==> src/rtl/game_tile_probe_if.sv <==
// -----------------------------------------------------------------------------
// vga_if : raster timing bus shared by the map and overlay stages.
//   hcount/vcount : current pixel coordinates
//   hblnk/vblnk   : horizontal / vertical blanking flags
//   rgb           : pixel colour (unused by the tile probe)
// Modports: master drives the bus, slave and in both observe it.
// -----------------------------------------------------------------------------
interface vga_if;
   logic [10:0] hcount;
   logic [10:0] vcount;
   logic        hblnk;
   logic        vblnk;
   logic [11:0] rgb;

   modport master (output hcount, vcount, hblnk, vblnk, rgb);
   modport slave  (input  hcount, vcount, hblnk, vblnk, rgb);
   modport in     (input  hcount, vcount, hblnk, vblnk, rgb);
endinterface

==> src/rtl/game_tile_probe.sv <==
// -----------------------------------------------------------------------------
// game_tile_probe : samples the map tile code under the player's probe point
// once per frame, debounces it across frames and presents a frame-stable
// tile code to the dialog overlay stage.
//   clk          : pixel clock
//   rst          : asynchronous, active-low reset
//   in           : raster timing bus (hcount, vcount, hblnk, vblnk)
//   map_code     : tile code of the pixel addressed by in.hcount/in.vcount
//   player_x/y   : player sprite top-left corner, screen pixels
//   current_pix  : committed tile code (0 = no tile / probe off-screen)
//   pix_valid    : set by the first commit after reset
//   pix_changed  : one-cycle pulse when current_pix takes a new value
// -----------------------------------------------------------------------------
module game_tile_probe #(
   parameter int OFFSET_X      = 16,
   parameter int OFFSET_Y      = 30,
   parameter int STABLE_FRAMES = 2
) (
   input  logic        clk,
   input  logic        rst,
   vga_if.in           in,
   input  logic [3:0]  map_code,
   input  logic [10:0] player_x,
   input  logic [10:0] player_y,
   output logic [3:0]  current_pix,
   output logic        pix_valid,
   output logic        pix_changed
);

   localparam logic [3:0] STABLE_N = 4'(STABLE_FRAMES);

   typedef enum logic [1:0] {ALIGN, SCAN, COMMIT} state_t;

   state_t      state, state_nxt;
   logic        vblnk_q;
   logic        fe;
   logic [11:0] px, py;
   logic        hit;
   logic [3:0]  sample;
   logic [3:0]  last_cand;
   logic [3:0]  stable_cnt;
   logic [3:0]  cand;
   logic [3:0]  cnt_inc, cnt_nxt;
   logic        probe_hit;
   logic        commit;
   logic        unused_rgb;

   assign unused_rgb = ^in.rgb;

   // Frame end: first cycle of vertical blanking.
   assign fe = in.vblnk & ~vblnk_q;

   // Bit 11 of either sum means the probe is off-screen and can never hit.
   assign probe_hit = (state == SCAN) && !hit &&
                      (in.hcount == px[10:0]) && (in.vcount == py[10:0]) &&
                      !in.hblnk && !in.vblnk && !px[11] && !py[11];

   // hit/sample are frozen during COMMIT, so the candidate can be formed here.
   assign cand    = hit ? sample : 4'h0;
   assign cnt_inc = (stable_cnt == 4'hF) ? 4'hF : stable_cnt + 4'd1;
   assign cnt_nxt = (cand == last_cand) ? cnt_inc : 4'd1;
   assign commit  = (state == COMMIT) && (cnt_nxt >= STABLE_N);

   always_ff @(posedge clk or negedge rst) begin
      if (!rst) state <= ALIGN;
      else      state <= state_nxt;
   end

   always_comb begin
      state_nxt = state;
      case (state)
         ALIGN:   if (fe) state_nxt = SCAN;
         SCAN:    if (fe) state_nxt = COMMIT;
         COMMIT:  state_nxt = SCAN;
         default: state_nxt = ALIGN;
      endcase
   end

   always_ff @(posedge clk or negedge rst) begin
      if (!rst) begin
         vblnk_q     <= 1'b0;
         px          <= '0;
         py          <= '0;
         hit         <= 1'b0;
         sample      <= '0;
         last_cand   <= '0;
         stable_cnt  <= '0;
         current_pix <= '0;
         pix_valid   <= 1'b0;
         pix_changed <= 1'b0;
      end else begin
         vblnk_q     <= in.vblnk;
         pix_changed <= 1'b0;

         // Probe position is frozen for the whole following frame.
         if (fe) begin
            px <= {1'b0, player_x} + 12'(OFFSET_X);
            py <= {1'b0, player_y} + 12'(OFFSET_Y);
         end

         // Outside SCAN hit is held clear, so every SCAN frame starts empty.
         if (state != SCAN) begin
            hit <= 1'b0;
         end else if (probe_hit) begin
            hit    <= 1'b1;
            sample <= map_code;
         end

         if (state == COMMIT) begin
            stable_cnt <= cnt_nxt;
            if (cand != last_cand) last_cand <= cand;
            if (commit) begin
               current_pix <= cand;
               pix_valid   <= 1'b1;
               pix_changed <= (cand != current_pix) || !pix_valid;
            end
         end
      end
   end

endmodule

==> src/flat_wrapper.sv <==
// flat-port wrapper written by rule: the top's interface ports become plain ports
module game_tile_probe_flat 
#(
   parameter int OFFSET_X      = 16,
   parameter int OFFSET_Y      = 30,
   parameter int STABLE_FRAMES = 2
)
  (clk, rst, map_code, player_x, player_y, current_pix, pix_valid, pix_changed, in_hcount, in_vcount, in_hblnk, in_vblnk, in_rgb);
  vga_if in_i ();
  input  logic clk;
  input  logic rst;
  input  logic [3:0] map_code;
  input  logic [10:0] player_x;
  input  logic [10:0] player_y;
  output logic [3:0] current_pix;
  output logic pix_valid;
  output logic pix_changed;
  input wire logic [$bits(in_i.hcount)-1:0] in_hcount;
  input wire logic [$bits(in_i.vcount)-1:0] in_vcount;
  input wire logic [$bits(in_i.hblnk)-1:0] in_hblnk;
  input wire logic [$bits(in_i.vblnk)-1:0] in_vblnk;
  input wire logic [$bits(in_i.rgb)-1:0] in_rgb;
  assign in_i.hcount = in_hcount;
  assign in_i.vcount = in_vcount;
  assign in_i.hblnk = in_hblnk;
  assign in_i.vblnk = in_vblnk;
  assign in_i.rgb = in_rgb;
  game_tile_probe #(.OFFSET_X(OFFSET_X), .OFFSET_Y(OFFSET_Y), .STABLE_FRAMES(STABLE_FRAMES)) u_core (.clk(clk), .rst(rst), .in(in_i), .map_code(map_code), .player_x(player_x), .player_y(player_y), .current_pix(current_pix), .pix_valid(pix_valid), .pix_changed(pix_changed));
endmodule
==> config.mk <==
export PLATFORM = sky130hd
export DESIGN_NAME = game_tile_probe_flat
export DESIGN_NICKNAME = d
export VERILOG_FILES = /design/src/rtl/game_tile_probe_if.sv /design/src/rtl/game_tile_probe.sv /design/src/flat_wrapper.sv
export SDC_FILE = /design/constraint.sdc
export NUM_CORES = 1
export LEC_CHECK = 0
export ABC_CLOCK_PERIOD_IN_PS = 3050
export BUFFER_PORTS_ARGS = -buffer_cell sky130_fd_sc_hd__buf_2
export CAP_MARGIN = 30
export CORE_MARGIN = 2
export CORE_UTILIZATION = 56
export CTS_CLUSTER_SIZE = 8
export DETAILED_ROUTE_END_ITERATION = 16
export PLACE_DENSITY = 0.87
export SLEW_MARGIN = 20
export SYNTH_ARGS = -nofsm -noshare
export SYNTH_HDL_FRONTEND = slang
export SYNTH_SLANG_ARGS = --single-unit
==> constraint.sdc <==
create_clock -name clk -period 3.05 [get_ports clk]
set_input_delay 0.305 -clock clk [delete_from_list [all_inputs] [get_ports clk]]
set_output_delay 0.305 -clock clk [all_outputs]
set_load 0.02 [all_outputs]
==> out/qor.log <==
[run_status] outcome finished clean
[cells_and_area] Fill cells 352
[synth] post-synth design cell area 2480 sq um
[timing] Post-Route Setup TNS 0 ps
[synth] net count after synthesis 300
[clock_network] Worst-Skew Late Latency 300 ps
[power] peak ir drop on the vdd network 0.0002509 V
[timing] final-report setup violation count 0
[global_routing] initial antenna violation count 0
[synth] cell with the most instances after synthesis sky130_fd_sc_hd__dfrtp_1
[power] power per standard cell area 526.3 nW/um^2
[synth] synthesized netlist cell count 233
[clock_network] clk sink count 46
[die] Initial Utilization 57.35%
[clock_network] clock buffer count from CTS 5
[synth] synthesized area divided by synthesized cell count 10.64 sq um
[place] dpl ws 1001 ps
[global_routing] number of global-route vias before repair 2006
[timing] setup repair after global routing missed its margin false
[synth] number of library cell types mapped by synthesis 41
[setup_path] critical path data required time 3230 ps
[clock_network] CTS root buf sky130_fd_sc_hd__clkbuf_8
[route] WL/cell 14.33 um
[timing] Fmax achieved 487.8 MHz
[die] number of cell rows 24
[synth] Seq/Total Area, Yosys 46.42%
[timing] final period demand of the worst path 2050 ps
[synth] count of yosys warnings during synthesis 0
[timing] post-route clock skew 11.27 ps
[setup_path] maximum net fanout on the critical path 5
[synth] list of most frequent post-synthesis cells 46 x sky130_fd_sc_hd__dfrtp_1, 25 x sky130_fd_sc_hd__nand2_1, 25 x sky130_fd_sc_hd__xor2_1
[synth] number of synthesized register bits 46
[synth] flip-flop cell with the highest count after synthesis sky130_fd_sc_hd__dfrtp_1
[place] buffers added on ports 57
[global_routing] overall track demand over capacity in global routing 22.08%
[timing] Final Hold Viols 0
[timing] post-route worst setup slack 1000 ps
[cells_and_area] proportion of layout cells with a drive suffix above 1 32.88%
[route] Via-to-Cell Ratio 5.461
[cells_and_area] diode insertion count for antenna repair 0
[synth] cells taking the most area after synthesis sky130_fd_sc_hd__dfrtp_1 46%, sky130_fd_sc_hd__xor2_1 8.8%, sky130_fd_sc_hd__mux2_2 6.4%, sky130_fd_sc_hd__xnor2_1 4.6%, sky130_fd_sc_hd__nand2_1 3.8%
[setup_path] data arrival time at the worst-slack endpoint 2230 ps
[timing] final critical-path share of the clock period 67.21%
[setup_path] critical path class flop to flop
[die] die width 70.55 um
[route] post-route antenna net violation count 0
[power] LEAKAGE 0.001417 uW
[clock_network] maximum clock insertion buffer count 2
[synth] share of synthesized flip-flops with an asynchronous set or reset 100.0%
[run] max-capacitance violation count 0
[synth] cell type with the highest aggregate area in the netlist sky130_fd_sc_hd__dfrtp_1
[place] HPWL reported at the end of detailed placement 3836 um
[die] Core Region 4324 sq um
[timing] Slew Limit Fails 0
[route] number of design rule violations left after detail routing 0
[synth] portion of synthesized cell area occupied by the leading cell type 46.42%
[die] die height 70.55 um
[route] via count 1895
[route] wire length after detailed routing 4974 um
[hold_path] hold crit path type input port to flop
[synth] number of enable flip-flop cells after synthesis 0
[clock_network] clock tree from TritonCTS built
[global_routing] first-pass GRT wire length 8673 um
[clock_network] Clk pin slew, worst setup/hold paths 90 ps
[global_routing] sum of overflow across all layers after global routing 0
[route] number of detailed-route iterations in the first pass 4
[timing] headroom to the max-slew limit 59.50%
[setup_path] endpoint class of the critical path flop
[die] Die Area 4977 sq um
[cells_and_area] Nets 362
[clock_network] H-tree levels 2
[place] gp weighted congestion 0.8044
[die] IO Pins 70
[cells_and_area] Syn-to-layout area delta 19.73%
[setup_path] Critical Path Start Type flop
[route] drt first-iter violations 49
[timing] Worst-Margin Slew 607.4 ps
[global_routing] pin count of the biggest net entering global routing 33
[layer usage]
layer  global-route usage [%]  part of all wire, %  wire [um]  vias to the layer above
met5                        0                    0          0                        -
met4                    8.805                  1.8         89                        0
met3                    5.840                  6.1        301                       11
met2                    37.95                   52       2562                       58
met1                    26.61                   41       2020                      887
li1                         -                    -          -                      939
[sequential cells by signal, summed over array words and instances (netlist names), 2 cells and up]
register            flops
u_core.stable_cnt       4
u_core.px              12
u_core.state            2
u_core.py              12
u_core.last_cand        4
u_core.sample           4
u_core.current_pix      4
[final timing paths]
path,cells past startpoint,endpoint,slack [ps],start
min,1,u_core.vblnk_q$_DFF_PN0_,130,in_vblnk
min in group asynchronous,2,u_core.sample[0]$_DFFE_PN0P_,440,rst
max in group asynchronous,3,u_core.state[1]$_DFFE_PN0P_,2120,rst
min reg2reg,2,u_core.py[11]$_DFFE_PN0P_,490,u_core.py[11]$_DFFE_PN0P_
max reg2reg,5,u_core.sample[2]$_DFFE_PN0P_,1000,u_core.py[3]$_DFFE_PN0P_
max,5,u_core.sample[2]$_DFFE_PN0P_,1000,u_core.py[3]$_DFFE_PN0P_
[critical path, cell delays in order, from the launching register on]
cell and delay, ps:
sky130_fd_sc_hd__dfrtp_1 400, sky130_fd_sc_hd__xor2_1 160, sky130_fd_sc_hd__nor4_1 360, sky130_fd_sc_hd__nand4_1 140, sky130_fd_sc_hd__or3_1 530, sky130_fd_sc_hd__mux2_4 340
[power by group]
part | total, uW | switching (uW) | internal [uW] | leakage [uW]
combinational | 330 | 155 | 175 | 0.000771
clock | 465 | 203 | 262 | 0.0000573
sequential | 767 | 76.2 | 691 | 0.000589
[kinds of logic after synthesis]
kind of cell | Yosys count | share of synthesized area (%)
multiplexers | 18 | 8.779
XOR/XNOR | 38 | 13.42
flip-flops | 46 | 46.42
AO/OA/AOI/OAI | 41 | 11.05
adder cells (fa/ha/maj) | 3 | 1.514
buffers and inverters | 10 | 1.816
AND/OR/NAND/NOR | 77 | 17.00
[layout make-up]
class,instances,area (sq um),area share [%]
clock buffer,6,82.58,2.781
clock inverter,1,30.03,1.011
sequential,46,1151,38.77
multi-input combinational,177,1284,43.24
tap,52,65.06,2.191
timing repair buffer,62,345.3,11.63
inverter,3,11.26,0.3793
[cell usage in the layout (no fill, tap or decap), drive strengths merged, types with 4 or more instances in the layout]
| cell type | Yosys | final |
|---|---|---|
| a21oi | 6 | 6 |
| and2 | 4 | 4 |
| buf | 1 | 61 |
| clkbuf | 6 | 6 |
| dfrtp | 46 | 46 |
| mux2 | 18 | 18 |
| nand2 | 25 | 25 |
| nand3 | 6 | 6 |
| nand4 | 5 | 5 |
| nor2 | 10 | 10 |
| nor3 | 4 | 4 |
| nor4 | 4 | 4 |
| o21ai | 19 | 19 |
| o31ai | 4 | 4 |
| xnor2 | 13 | 13 |
| xor2 | 25 | 25 |
[metrics by stage]
step	instance area, sq um	util, %	total power [uW]	std cells	hold WS [ps]
after global routing	2969	68.66	1646	347	131.8
after global placement	2811	65.02	1087	337	447.8
after floorplan	2480	-	988.5	233	9.409
after CTS	2969	68.66	1575	347	126.8
after detailed placement	2846	65.83	1112	339	240.7
final	2969	68.66	1563	347	134.2
[what timing repair did]
action,CTS,global route
gates resized for setup,0,0
setup buffers,0,0
hold buffers,1,0
hold endpoints to repair,14,0
No activity file was read; power rests on OpenSTA's default activity.
